File: src/rtl/mod_seq_ctrl_if.sv
// Operand/result bundle for the sequential divide/modulo controller.
// The master drives the operands and start; the slave returns status and results.
interface mod_seq_ctrl_if #(
   parameter int num_width = 8
);
   logic                 start;
   logic [num_width-1:0] dividend;
   logic [num_width-1:0] divisor;
   logic                 busy;
   logic                 done;
   logic [num_width-1:0] quotient;
   logic [num_width-1:0] remainder;
   logic                 div_by_zero;

   modport master (
      output start, dividend, divisor,
      input  busy, done, quotient, remainder, div_by_zero
   );

   modport slave (
      input  start, dividend, divisor,
      output busy, done, quotient, remainder, div_by_zero
   );
endinterface

File: src/rtl/mod_seq_ctrl.sv
// Restoring divider: one conditional-subtract step per clock, MSB first,
// producing quotient and remainder with a start/done handshake.
module mod_seq_ctrl #(
   parameter int num_width = 8
) (
   input  logic          clk,
   input  logic          rst,
   mod_seq_ctrl_if.slave bus
);

   localparam int CNT_W = (num_width > 1) ? $clog2(num_width) : 1;

   typedef enum logic {
      IDLE,
      CALC
   } state_t;

   state_t               r_state;
   logic [num_width-1:0] r_dividend;
   logic [num_width-1:0] r_divisor;
   logic [num_width-1:0] r_p;
   logic [num_width-1:0] r_quot;
   logic [CNT_W-1:0]     r_cnt;
   logic                 r_busy;
   logic                 r_done;
   logic                 r_dbz;
   logic [num_width-1:0] r_quotient;
   logic [num_width-1:0] r_remainder;

   logic [num_width:0]   w_shift;
   logic [num_width:0]   w_divExt;
   logic                 w_ge;
   logic [num_width-1:0] w_pNext;
   logic [num_width-1:0] w_qNext;

   // The stored partial remainder is always below the divisor, so it fits in
   // num_width bits; only the shifted value needs the extra top bit.
   assign w_shift  = {r_p, r_dividend[r_cnt]};
   assign w_divExt = {1'b0, r_divisor};
   assign w_ge     = (w_shift >= w_divExt);
   assign w_pNext  = w_ge ? num_width'(w_shift - w_divExt) : w_shift[num_width-1:0];
   assign w_qNext  = {r_quot[num_width-2:0], w_ge};

   assign bus.busy        = r_busy;
   assign bus.done        = r_done;
   assign bus.quotient    = r_quotient;
   assign bus.remainder   = r_remainder;
   assign bus.div_by_zero = r_dbz;

   always_ff @(posedge clk or posedge rst) begin
      if (rst) begin
         r_state     <= IDLE;
         r_dividend  <= '0;
         r_divisor   <= '0;
         r_p         <= '0;
         r_quot      <= '0;
         r_cnt       <= '0;
         r_busy      <= 1'b0;
         r_done      <= 1'b0;
         r_dbz       <= 1'b0;
         r_quotient  <= '0;
         r_remainder <= '0;
      end else begin
         r_done <= 1'b0;
         case (r_state)
            IDLE: begin
               if (bus.start) begin
                  r_dividend <= bus.dividend;
                  r_divisor  <= bus.divisor;
                  r_p        <= '0;
                  r_quot     <= '0;
                  // A zero divisor is resolved immediately without iterating.
                  if (bus.divisor == '0) begin
                     r_done      <= 1'b1;
                     r_dbz       <= 1'b1;
                     r_quotient  <= '1;
                     r_remainder <= bus.dividend;
                  end else begin
                     r_dbz       <= 1'b0;
                     r_quotient  <= '0;
                     r_remainder <= '0;
                     r_cnt       <= CNT_W'(num_width - 1);
                     r_busy      <= 1'b1;
                     r_state     <= CALC;
                  end
               end
            end
            CALC: begin
               r_p    <= w_pNext;
               r_quot <= w_qNext;
               r_cnt  <= r_cnt - 1'b1;
               if (r_cnt == '0) begin
                  r_remainder <= w_pNext;
                  r_quotient  <= w_qNext;
                  r_done      <= 1'b1;
                  r_busy      <= 1'b0;
                  r_state     <= IDLE;
               end
            end
            default: r_state <= IDLE;
         endcase
      end
   end

endmodule

File: src/flat_wrapper.sv
// flat-port wrapper written by rule: the top's interface ports become plain ports
module mod_seq_ctrl_flat 
#(
   parameter int num_width = 8
)
  (clk, rst, bus_start, bus_dividend, bus_divisor, bus_busy, bus_done, bus_quotient, bus_remainder, bus_div_by_zero);
  mod_seq_ctrl_if #(.num_width(num_width)) bus_i ();
  input  logic clk;
  input  logic rst;
  input wire logic [$bits(bus_i.start)-1:0] bus_start;
  input wire logic [$bits(bus_i.dividend)-1:0] bus_dividend;
  input wire logic [$bits(bus_i.divisor)-1:0] bus_divisor;
  output wire logic [$bits(bus_i.busy)-1:0] bus_busy;
  output wire logic [$bits(bus_i.done)-1:0] bus_done;
  output wire logic [$bits(bus_i.quotient)-1:0] bus_quotient;
  output wire logic [$bits(bus_i.remainder)-1:0] bus_remainder;
  output wire logic [$bits(bus_i.div_by_zero)-1:0] bus_div_by_zero;
  assign bus_i.start = bus_start;
  assign bus_i.dividend = bus_dividend;
  assign bus_i.divisor = bus_divisor;
  assign bus_busy = bus_i.busy;
  assign bus_done = bus_i.done;
  assign bus_quotient = bus_i.quotient;
  assign bus_remainder = bus_i.remainder;
  assign bus_div_by_zero = bus_i.div_by_zero;
  mod_seq_ctrl #(.num_width(num_width)) u_core (.clk(clk), .rst(rst), .bus(bus_i));
endmodule
File: config.mk
export PLATFORM = sky130hd
export DESIGN_NAME = mod_seq_ctrl_flat
export DESIGN_NICKNAME = d
export VERILOG_FILES = /design/src/rtl/mod_seq_ctrl_if.sv /design/src/rtl/mod_seq_ctrl.sv /design/src/flat_wrapper.sv
export SDC_FILE = /design/constraint.sdc
export NUM_CORES = 1
export LEC_CHECK = 0
export CAP_MARGIN = 30
export CELL_PAD_IN_SITES_DETAIL_PLACEMENT = 1
export CELL_PAD_IN_SITES_GLOBAL_PLACEMENT = 1
export CORE_ASPECT_RATIO = 0.6
export CORE_UTILIZATION = 42
export CTS_CLUSTER_SIZE = 28
export DETAILED_ROUTE_END_ITERATION = 16
export GPL_TIMING_DRIVEN = 0
export PLACE_DENSITY = 0.86
export SKIP_LAST_GASP = 1
export SYNTH_ARGS = -nofsm -noshare
export SYNTH_HDL_FRONTEND = slang
export SYNTH_SLANG_ARGS = --single-unit
File: constraint.sdc
create_clock -name clk -period 3 [get_ports clk]
set_clock_uncertainty 0.05 [all_clocks]
set_input_delay 0.6 -clock clk [delete_from_list [all_inputs] [get_ports clk]]
set_output_delay 0.6 -clock clk [all_outputs]
set_load 0.02 [all_outputs]
# After elaboration in Yosys (flattened, before gate mapping)
# Cells that the tools add are included.
# W data, S select, Z words.
word_totals:
  reg_bits: 54
  output_inout_bits: 19
op_classes:
  add_sub_neg: 2
  magnitude_cmp: 2
  n_eq_ne: 3
  muxes: 29
  bitwise_logic: 1
  n_reduce_logical: 6
ops:
  columns: ["operator", "n"]
  rows:
  - ["$mux W8", 8]
  - ["$pmux W8 S2", 3]
  - ["$pmux W7 S2", 1]
  - ["$mux W1", 10]
  - ["$ge A9 B8 Y1", 1]
  - ["$logic_not A8 Y1", 1]
  - ["$sub A8 B8 Y8", 1]
  - ["$mux W3", 2]
  - ["$ne A2 B2 Y1 const B", 3]
  - ["$pmux W1 S2", 3]
  - ["$pmux W3 S2", 1]
  - ["$reduce_and A2 Y1", 3]
  - ["$lt A3 B4 Y1 const B", 1]
  - ["$bmux W1 S3", 1]
  - ["$logic_not A3 Y1", 1]
  - ["$reduce_and A3 Y1", 1]
  - ["$sub A3 B1 Y3 const B", 1]
  - ["$not A1 Y1", 1]

# Depth between registers and ports, before layout
# Gate-level depths: netlist of the first run.
depth:
  word_depth: 6
  ltp_mapped: 9

# Least setup slack after synthesis of the first run
# OpenSTA, ideal clock, no wires.
synth_timing:
  path_kind: "register to register"
  start: "register u_core.r_cnt[1]"
  end: "register u_core.r_remainder[6] (netlist: u_core.bus.remainder[6])"
  arrival_time_ns: 2.418
  required_ns: 2.856
  path_slack_ns: 0.438
  path_stages_with_launch: 10
  path_buffers: 0
  cell_sequence: "dfrtp_1 > mux4_2 > mux2i_1 > ha_1 > fa_1 > nor2b_1 > o31a_1 > o311ai_0 > mux2i_1 > a211oi_1"
synth_between:
  elab_chain_cells: 6
  elab_cells_between_ends: 10
  classes_between: "1 x add/sub; 1 x order compare; 1 x eq/ne; 5 x mux; 2 x reduce/logical"
synth_rtl:
  columns: ["item", "line_no", "rtl"]
  rows:
  - ["start, declared", "mod_seq_ctrl.sv:23", "logic [CNT_W-1:0] r_cnt;"]
  - ["start signal, assigned", "mod_seq_ctrl.sv:82", "r_cnt <= CNT_W'(num_width - 1);"]
  - ["start signal, assigned", "mod_seq_ctrl.sv:91", "r_cnt <= r_cnt - 1'b1;"]
  - ["$bmux W1 S3", "mod_seq_ctrl.sv:38", "assign w_shift = {r_p, r_dividend[r_cnt]};"]
  - ["$mux W1 (implied by the code)", "mod_seq_ctrl.sv:38", null]
  - ["$sub A8 B8 Y8 / $ge A9 B8 Y1 (equally long branches)", "mod_seq_ctrl.sv:41, mod_seq_ctrl.sv:40", null]
  - ["$mux W8", "mod_seq_ctrl.sv:41", "assign w_pNext = w_ge ? num_width'(w_shift - w_divExt) : w_shift[num_width-1:0];"]
  - ["$mux W8", "mod_seq_ctrl.sv:92", "if (r_cnt == '0) begin"]
  - ["$pmux W8 S2", "mod_seq_ctrl.sv:65", "case (r_state)"]
  - ["end signal, assigned", "mod_seq_ctrl.sv:77", "r_remainder <= bus.dividend;"]
  - ["end signal, assigned", "mod_seq_ctrl.sv:93", "r_remainder <= w_pNext;"]
  - ["end, declared", "mod_seq_ctrl.sv:28", "logic [num_width-1:0] r_remainder;"]
# Several ways; a longest one is shown, not always the timed one. The select of a mux whose other input is x is not followed.
# A chain may end at the register's enable or synchronous reset.

# Worst setup path in the final report of the first run
layout_timing:
  start: "register u_core.r_cnt[1]"
  end: "register u_core.r_remainder[0] (netlist: u_core.bus.remainder[0])"
# Same word-level chain as after synthesis.

==> impl_metrics.csv, run 1 <==
group,metric,value,unit
logic_synthesis,synth-warning-count,0,
critical_path,critPathBufInv,0,
timing,tightest_slew,0.599,ns
cells_and_area,syn2layout_area_growth,21.3,%
clock_tree,cts_buffers,5,
floorplanning,die_w,108,microns
floorplanning,core_area,6300,sq um
global_route,grt_max_degree,38,
logic_synthesis,async_flop_share,1.00,
routing,via_per_inst,5.77,
clock_tree,cts_root_buf,"clkbuf_8",
global_route,overflow,0,
clock_tree,htree_levels,2,
critical_path,arrival,2.99,ns
routing,wl_per_cell,18.9,microns
cells_and_area,diodes,0,
routing,vias,2481,
clock_tree,cts.sinks,54,
floorplanning,start_util,0.450,
cells_and_area,multiInputGateArea,1360,sq um
logic_synthesis,avgSynthCellArea,9.45,sq um
global_route,track_usage,0.256,
timing,fmax,352,MHz
logic_synthesis,synth_flop_cell,"dfrtp_1",
placed_design,placed_cells,422,
logic_synthesis,synth_area,2830,sq um
timing,final-hold-violation-count,0,
critical_path,max_stage_delay,0.53,ns
placed_design,io_buffers,37,
floorplanning,num_rows,22,
timing,period_share,0.946,
timing,post-route-min-period,2.84,ns
power_and_ir_drop,p_int,2.36,mW
power_and_ir_drop,p_sw_frac,0.463,
critical_path,critical_path_class,"flip-flop to flip-flop",
cells_and_area,ff_latch_area,1350,sq um
global_route,grt_pass1_vias,2544,
power_and_ir_drop,p_switching,2.03,mW
cells_and_area,layout.nets,376,
power_and_ir_drop,p_leak,1.52,nW
critical_path,setup.worst_path.start_class,"flip-flop",
timing,finalMaxSlewViolations,0,
critical_path,cp.required,3.15,ns
critical_path,worstPathCellList,"mux4_2 > mux2i_2 > ha_1 > nor2b_1 > o21ai_1 > a21oi_2 > mux2i_1 > a221o_1",
worst_hold_path,hold_path_class,"flip-flop to flip-flop",
critical_path,crit_family,"multiplexers",
clock_tree,cts_tree,"yes",
critical_path,slowest_stage,"mux4_2",
logic_synthesis,synth_edf_count,0,
power_and_ir_drop,comb_power_share,0.598,
floorplanning,die_area,7090,sq um
timing,tns,0,ns
clock_tree,hold_buffers,0,
power_and_ir_drop,pwr-share-seq,0.304,
global_route,antenna_found_initial,0,
placed_design,dp_hpwl,6.16,mm
power_and_ir_drop,p_per_area,1280,nW/um^2
routing,drt_iter0_drc,157,
cells_and_area,utilization,0.545,
logic_synthesis,syn_nets,331,
critical_path,cp-end-kind,"flip-flop",
status,outcome,"finished clean",
floorplanning,ioPinCount,38,
logic_synthesis,synth_seq_cells,54,
power_and_ir_drop,ir_drop,0.000580,V
timing,finalSetupViolCount,0,
clock_tree,cts_buffer_depth,2,
timing,slew_headroom,0.601,
cells_and_area,fill_cells,729,
power_and_ir_drop,p_total,4.40,mW
cells_and_area,drive_gt1_frac,0.0867,
power_and_ir_drop,clkPwrFrac,0.098,
global_route,grt_pass1_wl,13.5,mm
timing,rsz0062_at_grt,"false",
job,cap_violations,0,
placed_design,gp_congestion,0.837,
logic_synthesis,yosysUniqueCellTypes,49,
logic_synthesis,synthCells,300,
routing,drt_first_pass_iters,4,
clock_tree,clk_pin_slew,0.10,ns
logic_synthesis,synth-seq-area-share,0.477,
routing,detail-route-antenna-nets,0,
routing,post-route-drc-count,0,
routing,routed_wl,8.14,mm
critical_path,crit_path_max_fanout,5,
cells_and_area,finalNonFillerCells,430,
clock_tree,clock_latency,0.31,ns
floorplanning,die_h,65.6,microns
==> power groups by stage <==
stage	Combinational [mW]	Clock (mW)	Sequential, mW
3_5_place_dp	2.52	0	1.35
4_1_cts	2.56	0.438	1.33
6_report	2.63	0.431	1.34
5_1_grt	2.92	0.463	1.38
2_1_floorplan	1.63	0	1.40
3_3_place_gp	2.39	0	1.33
==> layout make-up <==
cell class,instances,share of cell area
Tap cell,84,0.0306
Inverter,17,0.0186
Clock buffer,7,0.0251
Buffer,14,0.0211
Multi-Input combinational cell,215,0.396
Timing Repair Buffer,38,0.114
Sequential cell,54,0.394
Clock inverter,1,0.00146
==> final timing paths <==
path / startpoint / endpoint / slack, ns / cells past startpoint
max: u_core.r_cnt[1] / u_core.bus.remainder[0] / 0.16 / 8
min: u_core.bus.quotient[1] / u_core.bus.quotient[1] / 0.43 / 2
max reg2reg: u_core.r_cnt[1] / u_core.bus.remainder[0] / 0.16 / 8
min reg2reg: u_core.bus.quotient[1] / u_core.bus.quotient[1] / 0.43 / 2
max in group asynchronous: rst / u_core.r_cnt[1] / 1.79 / 3
min in group asynchronous: rst / u_core.bus.quotient[2] / 0.56 / 2
==> cells in the mapped netlist (5+ instances only) <==
cell,number,area [sq um]
nor2_1,16,60.1
clkbuf_1,10,37.5
nor2b_1,7,43.8
ha_1,11,138
nand2_1,61,229
o22ai_1,8,50.1
a21oi_1,17,85.1
mux2i_1,5,50.1
dfrtp_1,54,1350
a22o_1,6,52.6
inv_1,16,60.1
o21ai_0,29,145
==> layout by cell type, fill, tap and decap left out, drive strengths merged, types with 2 or more instances in the layout <==
| cell | instances |
|---|---|
| a211oi | 3 |
| a21o | 3 |
| a21oi | 20 |
| a22o | 6 |
| a311oi | 2 |
| a31oi | 4 |
| a32oi | 4 |
| buf | 5 |
| clkbuf | 17 |
| clkdlybuf4s50 | 37 |
| dfrtp | 54 |
| ha | 11 |
| inv | 17 |
| mux2 | 2 |
| mux2i | 5 |
| mux4 | 2 |
| nand2 | 61 |
| nand2b | 2 |
| nand3 | 4 |
| nand4b | 2 |
| nor2 | 17 |
| nor2b | 7 |
| nor3b | 2 |
| o21a | 2 |
| o21ai | 30 |
| o22ai | 8 |
| o311ai | 2 |
| or4 | 2 |
==> layer usage <==
layer | GRT usage | vias to the layer above | wire length (microns)
met3 | 0.0476 | 10 | 446
met2 | 0.392 | 70 | 3680
li1 | - | 1150 | -
met5 | 0 | - | 0
met4 | 0.0634 | 0 | 99
met1 | 0.373 | 1251 | 3920
==> per-stage QoR <==
stage	setup WS, ns	area, sq um	hold slack [ns]
after floorplan	0.438	2830	0.390
after global placement	0.0165	3310	0.406
after detailed placement	0.00103	3330	0.416
after CTS	0.00489	3420	0.441
after global routing	0.0228	3440	0.456
final	0.162	3440	0.434
==> state kept, by name (all words and copies together) (netlist names) <==
name	count
u_core.bus.quotient	8
u_core.bus.busy	1
u_core.r_dividend	8
u_core.bus.remainder	8
u_core.bus.div_by_zero	1
u_core.r_quot	7
u_core.r_p	8
u_core.r_state	1
u_core.bus.done	1
u_core.r_cnt	3
u_core.r_divisor	8
==> worst min-delay path: stages (launching register included) <==
cell     delay (ns)
dfrtp_1        0.35
nand2_1        0.04
o21ai_0        0.06
==> logic make-up after synthesis <==
family,Yosys count,share of synthesized area
muxes,9,0.0415
adders and majority gates,12,0.0556
buffers and inverters,31,0.0481
AOI/OAI and AO/OA,91,0.209
and+or+nand+nor,102,0.166
DFF,54,0.477
xor gates and xnor gates,1,0.00309
==> repair_timing <==
action | 4_1_cts | 5_1_grt
resized for setup | 1 | 5
pin swaps | 0 | 0
setup buffers | 0 | 0
endpoints found under the setup margin | 1 | 4
(Power assumes the default switching activity.)
==> inputs of run 2 (changes only) <==
- GPL_ROUTABILITY_DRIVEN: default -> 1
==> results of run 2 <==
The final DEF is identical to that of run 1; final timing and power are the same.
==> inputs of run 3 (changes only) <==
- ABC_AREA: default -> 1
- ABC_CLOCK_PERIOD_IN_PS: default -> 3000
- CORE_UTILIZATION: 42 -> 41
==> impl_metrics.csv, run 3 <==
group,metric,value,unit
status,outcome,"finished with violations",
status,violations,"design-rule violations",
global_route,antenna_found_initial,0,
floorplanning,core_area,6850,sq um
clock_tree,clk_pin_slew,0.07,ns
floorplanning,ioPinCount,38,
critical_path,setup.worst_path.start_class,"flip-flop",
global_route,grt_pass1_wl,14.0,mm
logic_synthesis,avgSynthCellArea,8.06,sq um
timing,post-route-min-period,2.46,ns
clock_tree,cts.sinks,54,
critical_path,critPathBufInv,3,
logic_synthesis,yosysUniqueCellTypes,31,
logic_synthesis,synth-warning-count,0,
timing,finalMaxSlewViolations,0,
power_and_ir_drop,ir_drop,0.000438,V
clock_tree,htree_levels,2,
clock_tree,cts_setup_buffers,0,
clock_tree,clock_latency,0.30,ns
routing,wl_per_cell,16.9,microns
floorplanning,die_h,68.1,microns
timing,period_share,0.820,
cells_and_area,drive_gt1_frac,0.127,
logic_synthesis,synth_flop_cell,"dfrtp_1",
routing,via_per_inst,5.17,
timing,slew_headroom,0.640,
critical_path,arrival,2.60,ns
critical_path,rrSetupSlack,0.54,ns
timing,rsz0062_at_grt,"false",
logic_synthesis,netlist.area_leader.share,0.453,
critical_path,max_stage_delay,0.46,ns
cells_and_area,final_cell_mix,"nand2_1, dfrtp_1, inv_1, clkdlybuf4s50_1, nor2_1",
routing,vias,2599,
logic_synthesis,synth_most_common_cell,"nand2_1",
logic_synthesis,syn_nets,401,
cells_and_area,layout.nets,446,
routing,routed_wl,8.50,mm
clock_tree,cts_root_buf,"clkbuf_16",
timing,fmax,406,MHz
placed_design,dp_worst_setup_slack,0.576,ns
critical_path,slowest_stage,"fa_1",
cells_and_area,syn2layout_area_growth,22.3,%
floorplanning,num_rows,23,
critical_path,crit_family,"simple AND/OR/NAND/NOR gates",
logic_synthesis,synth_area_leaders,"dfrtp_1, nand2_1, inv_1",
cells_and_area,fill_cells,841,
cells_and_area,utilization,0.533,
routing,drt_first_pass_iters,10,
clock_tree,cts_buffer_depth,2,
timing,tightest_slew,0.539,ns
clock_tree,cts_resized,0,
clock_tree,cts_tree,"yes",
cells_and_area,diodes,0,
timing,tns,0,ns
timing,final-hold-violation-count,0,
worst_hold_path,hold_path_class,"flip-flop to flip-flop",
logic_synthesis,async_flop_share,1.00,
critical_path,worstPathCellList,"buf_2 > inv_1 > nand2_1 > nand3_1 > nand3_1 > nand2_1 > ha_1 > fa_1 > inv_1 > nand2_1 > nand3_1 > nand2_1 > nand2_1 > nand2_1 > nand3_2 > a21oi_2",
critical_path,cp-end-kind,"flip-flop",
critical_path,critical_path_class,"flip-flop to flip-flop",
floorplanning,die_w,112,microns
clock_tree,hold_buffers,0,
logic_synthesis,synth-seq-area-share,0.453,
logic_synthesis,synth.top_cells.by_count,"nand2_1, dfrtp_1, inv_1, nor2_1, nand3_1",
global_route,overflow,0,
logic_synthesis,synth_seq_cells,54,
power_and_ir_drop,p_leak,1.82,nW
critical_path,crit_path_max_fanout,9,
power_and_ir_drop,p_per_area,1430,nW/um^2
critical_path,cp_common_cell,"nand2_1",
logic_synthesis,synthCells,370,
cells_and_area,final_common_cell,"nand2_1",
placed_design,io_buffers,37,
routing,detail-route-antenna-nets,0,
job,cap_violations,0,
critical_path,cp.required,3.14,ns
floorplanning,die_area,7630,sq um
logic_synthesis,yosysTopAreaCell,"dfrtp_1",
routing,post-route-drc-count,2,
routing,drt_iter0_drc,152,
global_route,track_usage,0.247,
floorplanning,start_util,0.436,
placed_design,gp_congestion,0.893,
global_route,grt_pass1_vias,2709,
logic_synthesis,synth_area,2980,sq um
clock_tree,cts_buffers,5,
placed_design,dp_hpwl,6.52,mm
global_route,grt_max_degree,39,
timing,finalSetupViolCount,0,
timing,fin_ws,0.540,ns
logic_synthesis,synth_edf_count,0,
## run 3: cell count changes after synthesis, moves of 8 or more
cell      change
nand3_2      +17
nand3_1      +22
clkbuf_1      -8
nor2_1       +17
nand2_1      +40
inv_1        +35
o22ai_1       -8
## run 3: report_power, final
group / switching [mW] / total [mW] / internal, mW / leakage, nW
sequential: 0.203 / 1.31 / 1.11 / 0.655
combinational: 2.02 / 3.22 / 1.20 / 1.08
clock: 0.282 / 0.673 / 0.392 / 0.0836
total: 2.51 / 5.20 / 2.69 / 1.82
## run 3: path summary, 6_finish.rpt
check	start	to	cells past startpoint
max in group asynchronous	rst	u_core.r_divisor[0]	3
worst min register to register	u_core.bus.busy	u_core.bus.busy	2
worst min-delay path	u_core.bus.busy	u_core.bus.busy	2
worst max-delay path	u_core.r_cnt[0]	u_core.bus.remainder[6]	16
min in group asynchronous	rst	u_core.bus.remainder[7]	2
worst max register to register	u_core.r_cnt[0]	u_core.bus.remainder[6]	16
## run 3: layout make-up
type | instances | area (sq um) | area share
Buffer | 11 | 75.1 | 0.0206
Clock buffer | 5 | 125 | 0.0343
Clock inverter | 3 | 40.0 | 0.0110
Inverter | 54 | 203 | 0.0556
Multi-Input combinational cell | 251 | 1350 | 0.371
Sequential cell | 54 | 1350 | 0.370
Tap cell | 87 | 109 | 0.0298
Timing Repair Buffer | 38 | 390 | 0.107
## run 3: per-layer routing
metal | vias to the layer above | GRT usage | wire (microns)
met5 | - | 0 | 0
li1 | 1255 | - | -
met1 | 1276 | 0.350 | 4360
met4 | 0 | 0.0950 | 113
met2 | 58 | 0.380 | 3610
met3 | 10 | 0.0425 | 418
## run 3: stage by stage
step | total power [mW] | hold slack [ns] | cells | instance area (sq um)
finish | 5.20 | 0.449 | 503 | 3650
global route | 5.61 | 0.483 | 503 | 3650
CTS | 5.21 | 0.447 | 503 | 3650
detailed placement | 4.50 | 0.429 | 495 | 3480
global placement | 4.33 | 0.416 | 494 | 3460
floorplan | 3.51 | 0.404 | 370 | 2980
## run 3: cell families after synthesis
logic type / synth area share
buf+inv: 0.0931
compound gates: 0.0952
flops: 0.453
fa+ha+maj: 0.0529
simple gates: 0.297
xor+xnor: 0.00881
## run 3: worst min-delay path, stage by stage, from the launching register on
cell	delay, ns
dfrtp_1	0.36
nand2_1	0.06
nand2_1	0.05
==> patch 1 (flow settings as in run 3) <==
`num_width` is set to 8 in 3 places; all go to 4.
--- a/src/rtl/mod_seq_ctrl_if.sv
+++ b/src/rtl/mod_seq_ctrl_if.sv
@@ -2,5 +2,5 @@
 // The master drives the operands and start; the slave returns status and results.
 interface mod_seq_ctrl_if #(
-   parameter int num_width = 8
+   parameter int num_width = 4
 );
    logic                 start;
--- a/src/rtl/mod_seq_ctrl.sv
+++ b/src/rtl/mod_seq_ctrl.sv
@@ -2,5 +2,5 @@
 // producing quotient and remainder with a start/done handshake.
 module mod_seq_ctrl #(
-   parameter int num_width = 8
+   parameter int num_width = 4
 ) (
    input  logic          clk,
--- a/src/flat_wrapper.sv
+++ b/src/flat_wrapper.sv
@@ -2,5 +2,5 @@
 module mod_seq_ctrl_flat 
 #(
-   parameter int num_width = 8
+   parameter int num_width = 4
 )
   (clk, rst, bus_start, bus_dividend, bus_divisor, bus_busy, bus_done, bus_quotient, bus_remainder, bus_div_by_zero);
Interface: changed (resized bus_dividend, bus_divisor, bus_quotient and bus_remainder); port bits go from 38 to 22. The function was not compared with the original's and may differ.
==> patch 1 against run 3 <==
  * Worst setup slack gained 0.49 ns
  * Synthesized area decreased by 52%
  * Die area down 51%
  * Final area shrank 50%
  * Global-route usage decreased by 2.2 points
  * First-iteration DRC count fell by 39%
  * Total power fell by 54%
  * Wire length is 57% lower
  * Sequential cell count shrank 25
  * Highest routed layer unchanged
==> patch 1: results (changes against run 3) <==
Outcome
  • Outcome: complete, no violations

Drt
  • Drt wl/cell: 15.07 µm (-11%)
  • Vias per cell: 4.917 (-4.8%)
  • Total iterations of the first detailed-routing run: 4 (-6)
  • DRT iter0 DRCs: 92 (-39%)

Clock tree
  • Cts repair resizes: 0 (unchanged)
  • Worst-Skew Late Latency: 0.28 ns (-0.02 ns)

Hold path
  • WHS Endpoint: u_core.r_dividend[3]
  • Hold Startpoint: u_core.r_dividend[3]

Setup path
  • Worst path arrival time: 2.08 ns (-0.52 ns)
  • RR Endpoint: u_core.r_p[2]
  • CP max FO: 5 (-4)

Global route
  • Pin count of the biggest net entering global routing: 24 (-38%)
  • Vias in the first global route: 1206 (-55%)
  • Met3 usage: 6.476% (+2.2 points)
  • First-pass GRT wire length: 5.899 mm (-58%)

Synth
  • Synth Area in Compound Gates: 9.178% (-0.34 points)
  • List of most frequent post-synthesis cells: nand2_1, dfrtp_1, a21oi_1, inv_1, nor2_1
  • Top post-synthesis cells by area: dfrtp_1, nand2_1, a21oi_1
  • Synth cell types: 22 (-29%)
  • Post-synth net total: 183 (-54%)
  • Post-Synth XOR/XNOR Area: 0.6119% (-0.27 points)
  • Warnings, synthesis: 0 (unchanged)
  • Register area share after synthesis: 50.70% (+5.4 points)
  • Cells after synthesis: 166 (-55%)

Placed design
  • Port bufs: 21 (-43%)
  • HPWL Detailed: 2.754 mm (-58%)
  • Routability cong.: 0.8127 (-8.9%)
  • DP Cell Count: 233 (-53%)
  • Area after DPL: 1725 µm² (-50%)

Pwr
  • Max VDD drop: 0.4991 mV (+14%)
  • Lkg Pwr: 0.0008950 µW (-51%)

Layout
  • Layout cell share with drive strength beyond 1: 13.27% (+0.52 points)
  • Final nets: 212 (-52%)

STA
  • Slew headroom: 76.43% (+12 points)
  • Hold Slack: 0.4315 ns (-0.01749 ns)
[patch 1: cell types whose count changed after synthesis, sizes merged, moves of 3 or more]
| cell | change |
|---|---|
| nand2 | -49 |
| inv | -35 |
| nand3 | -28 |
| dfrtp | -25 |
| nor2 | -20 |
| o21ai | -16 |
| buf | -8 |
| a21oi | -6 |
| ha | -6 |
| nand4 | -3 |
[patch 1: cell type report]
class | count | area [µm²]
clock buffer | 6 | 72.57
sequential | 29 | 725.7
timing repair buffer | 22 | 237.7
inverter | 19 | 71.32
buffer | 2 | 12.51
fill | 417 | 1495
multi-input combinational | 116 | 621.8
clock inverter | 2 | 10.01
tap | 45 | 56.30
[patch 1: worst max-delay path, cell delays in order, from the launching register on]
cell     delay [ns]
dfrtp_1        0.43
inv_2          0.07
nand2_1        0.06
nand3_1        0.07
nand2_1        0.12
ha_1           0.19
inv_1          0.07
fa_1           0.38
xnor2_1        0.17
nand2_1        0.09
nand3_2        0.07
o21ai_0        0.09
[patch 1: report_power, final]
part | switching [µW] | internal, µW
clock | 154 | 160
sequential | 126 | 593
combinational | 817 | 526
[patch 1: per-layer routing]
metal | part of all wire, % | routed length (µm)
met4 | 1.4 | 50
met1 | 50 | 1833
met3 | 5.0 | 180
met2 | 43 | 1568
met5 | 0 | 0
[patch 1: metrics by stage]
stage / setup slack, ns / util, %
2_1_floorplan: 1.294 / -
3_5_place_dp: 0.8567 / 52.23
3_3_place_gp: 0.8389 / 51.40
5_1_grt: 0.9302 / 54.73
6_report: 1.026 / 54.73
4_1_cts: 1.005 / 54.73
==> patch 2 (config.mk and constraints of run 3) <==
Without the edit above. Reset style: synchronous (`rst`), changed in one clocked block.
--- a/src/rtl/mod_seq_ctrl.sv
+++ b/src/rtl/mod_seq_ctrl.sv
@@ -48,5 +48,5 @@
    assign bus.div_by_zero = r_dbz;
 
-   always_ff @(posedge clk or posedge rst) begin
+   always_ff @(posedge clk) begin
       if (rst) begin
          r_state     <= IDLE;
Function: differs if rst is asserted again (counterexample within 4 cycles, from zero or initial values and one cycle with rst high); with rst held inactive, the same outputs for 10 cycles.
==> patch 2 against run 3 <==
  * Global-route usage increased by 1.2 points
  * Wire length decreased by 2.1%
  * Final area decreased by 9.0%
  * First-iteration DRC count decreased by 11%
  * Cell count increased by 0.99%
  * Sequential cell count unchanged
  * Worst setup slack got worse by 0.083 ns
  * Via count increased by 2.8%
  * Synthesized area decreased by 8.4%
Power is not compared: it rests on default switching activity, and its combinational part moved more than twofold at a synthesized area within 25%.
==> patch 2: results (changes against run 3) <==
Outcome
  • Outcome: complete, no violations

Layout
  • Area grow syn2layout: 21.52%
  • Final nets: 454 (+1.8%)
  • Layout Cells excl Fill: 508 (+0.99%)
  • Fillcell total: 808 (-3.9%)

Synth
  • Post-Synth XOR/XNOR Area: 0.9615% (+0.081 points)
  • Synth Area in Compound Gates: 18.04% (+8.5 points)
  • Register area share after synthesis: 39.56% (-5.7 points)
  • Post-synth net total: 410 (+2.2%)
  • Cells after synthesis: 379 (+2.4%)
  • List of most frequent post-synthesis cells: nand2_1, inv_1, dfxtp_1, a21oi_1, o21ai_0
  • FFs w/ async S/R, synth: 0% (-100 points)
  • Top post-synthesis cells by area: dfxtp_1, nand2_1, a21oi_1
  • Synth Flop Type: dfxtp_1

Drt
  • WL met1: 4.119 mm (-5.6%)
  • Total iterations of the first detailed-routing run: 4 (-6)
  • DRT iter0 DRCs: 135 (-11%)
  • Met3 wire len: 414 µm (-0.96%)
  • Final WL: 8.324 mm (-2.1%)

STA
  • Worst Tran Pin Value: 0.6437 ns (+0.1042 ns)

Hold path
  • Hold Startpoint: u_core.bus.busy
  • WHS Endpoint: u_core.bus.busy

Setup path
  • RR Endpoint: u_core.r_p[6]
  • R2R setup slack: 0.46 ns (-0.08 ns)
  • CP max FO: 7 (-2)
  • R2R cell count: 15 (-1)
  • Reg-to-reg critical path startpoint: u_core.r_cnt[0]

Clock tree
  • Clock root buffer: clkbuf_8

Placed design
  • Routability cong.: 0.8422 (-5.6%)
  • Area after DPL: 3208 µm² (-7.9%)
  • HPWL Detailed: 6.416 mm (-1.6%)

Global route
  • Global Route Usage Sum: 25.88% (+1.2 points)
  • First-pass GRT wire length: 13.72 mm (-1.6%)
  • Grt met2 use: 42.18% (+4.1 points)

Pwr
  • Tot Pwr: 2286 µW
==> patch 2: worst max path at each step <==
stage / startpoint / to / slack [ns]
2_1_floorplan: u_core.r_cnt[0] / u_core.r_p[6] / 0.99
3_3_place_gp: u_core.r_cnt[0] / u_core.r_p[6] / 0.69
3_5_place_dp: u_core.r_cnt[0] / u_core.r_p[6] / 0.51
4_1_cts: u_core.r_cnt[0] / u_core.r_p[6] / 0.47
5_1_grt: u_core.r_cnt[0] / u_core.r_p[6] / 0.28
6_report: u_core.r_cnt[0] / u_core.r_p[6] / 0.46
==> patch 2: layout make-up <==
cell class | count | share of cell area, %
buffer | 13 | 1.771
clock buffer | 5 | 2.072
timing repair buffer | 37 | 11.15
multi-input combinational | 248 | 40.73
inverter | 64 | 7.234
clock inverter | 3 | 1.319
tap | 84 | 3.165
sequential | 54 | 32.55
